**src/rtl/seg7_count_checker_pkg.sv**
```systemverilog
// Shared constants for the 7-segment count checker: segment patterns and FSM encodings.
package seg7_count_checker_pkg;

  localparam int unsigned SEG_W   = 7;
  localparam int unsigned DIGIT_W = 3;
  localparam int unsigned RUN_W   = 4;

  // Active-high segment patterns {g,f,e,d,c,b,a} for digits 0..7
  localparam logic [SEG_W-1:0] SEG_0 = 7'h3F;
  localparam logic [SEG_W-1:0] SEG_1 = 7'h06;
  localparam logic [SEG_W-1:0] SEG_2 = 7'h5B;
  localparam logic [SEG_W-1:0] SEG_3 = 7'h4F;
  localparam logic [SEG_W-1:0] SEG_4 = 7'h66;
  localparam logic [SEG_W-1:0] SEG_5 = 7'h6D;
  localparam logic [SEG_W-1:0] SEG_6 = 7'h7D;
  localparam logic [SEG_W-1:0] SEG_7 = 7'h07;

  // Checker FSM encodings
  localparam logic [1:0] ST_SEARCH = 2'd0;
  localparam logic [1:0] ST_LOCKED = 2'd1;
  localparam logic [1:0] ST_FAULT  = 2'd2;

endpackage

```
**src/rtl/seg7_decode.sv**
```systemverilog
// Combinational 7-segment decoder: pattern + polarity -> {valid, digit}.
module seg7_decode
  import seg7_count_checker_pkg::*;
(
  input  logic [SEG_W-1:0]   display,
  input  logic               active_low,
  output logic               valid_c,
  output logic [DIGIT_W-1:0] digit_c
);

  logic [SEG_W-1:0] seg_ah;

  // Normalise to active-high, then match against the known digit patterns
  always_comb begin
    seg_ah  = active_low ? ~display : display;
    valid_c = 1'b1;
    digit_c = '0;
    case (seg_ah)
      SEG_0:   digit_c = 3'd0;
      SEG_1:   digit_c = 3'd1;
      SEG_2:   digit_c = 3'd2;
      SEG_3:   digit_c = 3'd3;
      SEG_4:   digit_c = 3'd4;
      SEG_5:   digit_c = 3'd5;
      SEG_6:   digit_c = 3'd6;
      SEG_7:   digit_c = 3'd7;
      default: valid_c = 1'b0;
    endcase
  end

endmodule

```
**config.mk**
```make
export PLATFORM = sky130hd
export DESIGN_NAME = seg7_decode
export DESIGN_NICKNAME = d
export VERILOG_FILES = /design/src/rtl/seg7_count_checker_pkg.sv /design/src/rtl/seg7_decode.sv
export SDC_FILE = /design/constraint.sdc
export NUM_CORES = 1
export LEC_CHECK = 0
export CAP_MARGIN = 20
export CORE_AREA = 3 3 40 42
export DETAILED_ROUTE_END_ITERATION = 10
export DIE_AREA = 0 0 43 45
export PLACE_DENSITY_LB_ADDON = 0.12
export SETUP_SLACK_MARGIN = 0.1
export SLEW_MARGIN = 20
export SYNTH_ARGS = -nofsm -noshare
export SYNTH_HDL_FRONTEND = slang
export SYNTH_SLANG_ARGS = --single-unit
```
**constraint.sdc**
```tcl
create_clock -name vclk -period 2.1
set_input_delay 0.42 -clock vclk [all_inputs]
set_output_delay 0.42 -clock vclk [all_outputs]
set_load 0.02 [all_outputs]
```
==> impl_metrics.toml, run 1 <==
[worst_setup_path]
cp.arrival_ps = 1770
start_kind = "input pin"
critical_path_class = "in -> out"
cp.required_ps = 1680
cp-end-kind = "primary output"
critPathMaxFanout = 6

[layout]
post-route-cell-area_um2 = 777
num-clock-buffers = 0
design.seq.count = 0
final_cell_mix = "buf_4, buf_6, nor2_1, nand2_1"
syn_to_final_growth_pct = 103
ff_latch_area_um2 = 0
fill_cells = 119
final_common_cell = "buf_4"
num-nets-final = 98
drive_above_1_share_pct = 63.6
diodes = 0
final_cells = 103

[route]
routedWlPerCell_um = 13.6
drt-initial-drc-count = 11
num_vias = 551
wl_um = 1400
final_antenna_net_count = 0
vias_per_cell = 5.35
drc_errors = 0
first_pass_iters = 4

[floorplan]
die-area_um2 = 1940
die_h_um = 45
ios = 12
core_um2 = 1280
initial_core_util_pct = 29.8
die_w_um = 43
rows = 13

[global_routing]
grt_pass1_vias = 541
grt_pass1_wl_um = 2340
grt.total_usage_pct = 14.9
grt_max_degree = 9
grt_overflow = 0
antenna_found_initial = 0

[synth]
yosys_warnings = 0
syn_area_um2 = 383
ys_seq_area_share_pct = 0
synth_cell_types = 37
syn-num-nets = 66
netlist_instances = 58
avgSynthCellArea_um2 = 6.60

[place]
dpl.hpwl_um = 955
numPlacedInstances = 100
gp_congestion = 0.786
pre_cts_ws_ps = -1030
placed_cell_area_um2 = 662
io_buffers = 12

[power_and_ir_drop]
power.density_nw_per_um2 = 156
power_leakage_nw = 0.334
power_mw = 0.121
vdd_drop_max_v = 0.000102

[timing]
hold_ws_ps = 1460
setup_violations = 3
period_minus_slack_ps = 2190
drv_slew = 0
rsz0062_at_grt = "true"
fin_crit_sh_pct = 104
fmax_mhz = 456
fin_ws_ps = -92.6
finalHoldViolations = 0
maxSlewHeadroom_pct = 81.2
tightest_slew_ps = 281

[run_status]
violations = "setup timing"
status = "finished, violations left"

[min_path]
hold_path.class = "in -> out"

[flow_run]
maxCapViolations = 0
-- cell type report --
| class | instances | area (um2) | area share [%] |
|---|---|---|---|
| multi-input combinational | 53 | 439 | 56.5 |
| tap | 15 | 18.8 | 2.42 |
| timing repair buffer | 35 | 319 | 41.1 |
-- critical path, stage by stage --
cell	delay (ps)
clkbuf_4	150
and3b_1	200
a32o_2	260
buf_6	120
a32oi_1	140
and3_4	200
nand4b_1	110
buf_4	180
-- path summary, 6_finish.rpt --
path	from	end	slack [ps]	cells past startpoint
setup / recovery	display[1]	digit_c[1]	-90	8
hold / removal	display[6]	digit_c[1]	1460	5
-- kinds of logic (layout without fill, tap and decap cells) --
| family | Yosys count | after routing | synth area share (%) |
|---|---|---|---|
| AO/OA/AOI/OAI | 12 | 12 | 22.6 |
| XOR/XNOR | 1 | 1 | 2.29 |
| buffers and inverters | 5 | 35 | 8.50 |
| AND/OR/NAND/NOR | 40 | 40 | 66.7 |
-- routing by layer --
metal	wire [um]	part of all wire, %	global-route usage (%)	vias to the layer above
li1	-	-	-	285
met3	23	1.6	0.398	0
met2	690	49	27.2	5
met5	0	0	0	-
met4	0	0	1.20	0
met1	687	49	20.5	261
-- per-stage QoR --
stage	setup TNS (ps)	utilization (%)
floorplan	0	-
global placement	-3880	51.5
detailed placement	-3940	51.5
CTS	-182	59.1
global route	-449	60.5
finish	-245	60.5
-- synthesized netlist by cell type (all sizes together), types with 2 or more instances --
cell    number  area share, %
a21oi        2            2.6
buf          4            7.5
nand2        7            6.9
nand2b       2            3.3
nand3        3            5.2
nand4b       3            6.9
nor2         6            5.9
nor2b        2            3.3
nor3         3            5.2
o21ai        3            4.9
or3b         2            4.6
or4b         2            5.2
-- report_power, final --
part / leakage [nW] / switching (mW) / internal, mW / total (mW)
Sequential: 0 / 0 / 0 / 0
Combinational: 0.334 / 0.0540 / 0.0669 / 0.121
Clock: 0 / 0 / 0 / 0
Total: 0.334 / 0.0540 / 0.0669 / 0.121
-- timing repair --
item | CTS | global route
resized for setup | 82 | 14
pin swaps | 12 | 13
setup buffers | 2 | 2
setup endpoints to repair | 4 | 4
hold buffers | 0 | 0
No activity file was read; power rests on OpenSTA's default activity.
==> run 2, diff against run 1 <==
CAP_MARGIN = 25   (was 20)
SETUP_SLACK_MARGIN = 0.15   (was 0.1)
clock period = 2.06 ns   (was 2.1 ns; I/O delays follow)
==> run 2 against run 1 <==
Effect of this change:
- the flow still finishes with violations (setup timing)
- critical path depth up 1
- critical endpoint unchanged
- wire length down 0.36%
- sequential cell count unchanged
- largest cell class unchanged
- sequential share of layout area unchanged
==> impl_metrics.toml, run 2 (same netlist as run 1, synthesis figures left out) <==
[power_and_ir_drop]
power_leakage_nw = 0.333
power_mw = 0.122
power.density_nw_per_um2 = 158
vdd_drop_max_v = 0.000105

[route]
wl_um = 1400
vias_per_cell = 5.30
num_vias = 546
first_pass_iters = 2
drt-initial-drc-count = 6
final_antenna_net_count = 0
drc_errors = 0
routedWlPerCell_um = 13.6

[global_routing]
grt.total_usage_pct = 14.9
grt_overflow = 0
antenna_found_initial = 0
grt_max_degree = 9
grt_pass1_vias = 541
use_met1_pct = 20.5
grt_pass1_wl_um = 2340
busiest_layer = "met2"
use_met2_pct = 27.2
use_met3_pct = 0.398

[layout]
final_cells = 103
drive_above_1_share_pct = 63.6
design.seq.count = 0
num-nets-final = 98
num-clock-buffers = 0
ff_latch_area_um2 = 0
final_cell_mix = "buf_4, buf_6, nor2_1, nand2_1"
diodes = 0
final_common_cell = "buf_4"
fin_util_pct = 60.2
fill_cells = 119
syn_to_final_growth_pct = 102

[run_status]
status = "finished, violations left"
violations = "setup timing"

[timing]
drv_slew = 0
period_minus_slack_ps = 2170
fin_ws_ps = -113
setup_violations = 3
fin_crit_sh_pct = 106
fmax_mhz = 460
rsz0062_at_grt = "true"
tightest_slew_ps = 280
hold_ws_ps = 1450
finalHoldViolations = 0
maxSlewHeadroom_pct = 81.2

[cts]
ctsHoldBuffers = 0

[worst_setup_path]
critical_path_class = "in -> out"
start_kind = "input pin"
cp.arrival_ps = 1760
cp-end-kind = "primary output"
cp.required_ps = 1650
critPathMaxFanout = 8

[place]
pre_cts_ws_ps = -1050
io_buffers = 12
gp_congestion = 0.786
dpl.hpwl_um = 955
numPlacedInstances = 100

[floorplan]
core_um2 = 1280
die_w_um = 43
initial_core_util_pct = 29.8
rows = 13
die-area_um2 = 1940
die_h_um = 45
ios = 12

[flow_run]
maxCapViolations = 0

[min_path]
hold_path.class = "in -> out"
==> run 2: cell types whose count changed in the layout (fill, tap and decap cells not counted) <==
| cell | before | now |
|---|---|---|
| buf_4 | 17 | 18 |
| buf_6 | 11 | 10 |
==> run 2: area by class of cell <==
type | instances | area (um2) | share of cell area [%]
Timing Repair Buffer | 35 | 315 | 40.8
Tap cell | 15 | 18.8 | 2.43
Multi-Input combinational cell | 53 | 439 | 56.8
==> run 2: repair_timing <==
item | 4_1_cts | 5_1_grt
pin swaps | 12 | 12
gates cloned | 0 | 0
setup endpoints to repair | 4 | 4
setup buffers | 2 | 1
resized for setup | 82 | 12
==> run 2: final timing paths <==
| kind | start | to | slack, ps | cells after the start |
|---|---|---|---|---|
| worst max-delay path | active_low | digit_c[1] | -110 | 9 |
| worst min-delay path | display[6] | digit_c[1] | 1450 | 5 |
==> run 2: worst max-delay path, stage by stage <==
cell      delay, ps
buf_8           110
nor2b_4         120
buf_6           110
a32o_2          270
buf_6           120
a32oi_1         140
and3_4          200
nand4b_1        110
buf_4           180
==> run 2: layer usage <==
layer,wire length [um],up-vias
met5,0,-
met3,23,0
li1,-,282
met1,681,259
met4,0,0
met2,691,5
==> run 2: per-stage QoR <==
step | setup TNS [ps] | area [um2]
finish | -319 | 773
global route | -519 | 773
CTS | -254 | 759
detailed placement | -4030 | 662
global placement | -3970 | 662
floorplan | 0 | 409
==> run 2: power by group <==
group          internal, mW  switching, mW  total [mW]
clock network             0              0           0
logic                0.0676         0.0548       0.122
registers                 0              0           0
==> run 3, diff against run 2 <==
GPL_ROUTABILITY_DRIVEN = 0   (was unset)
==> results of run 3 <==
The final DEF is identical to that of run 2; final timing and power are the same.
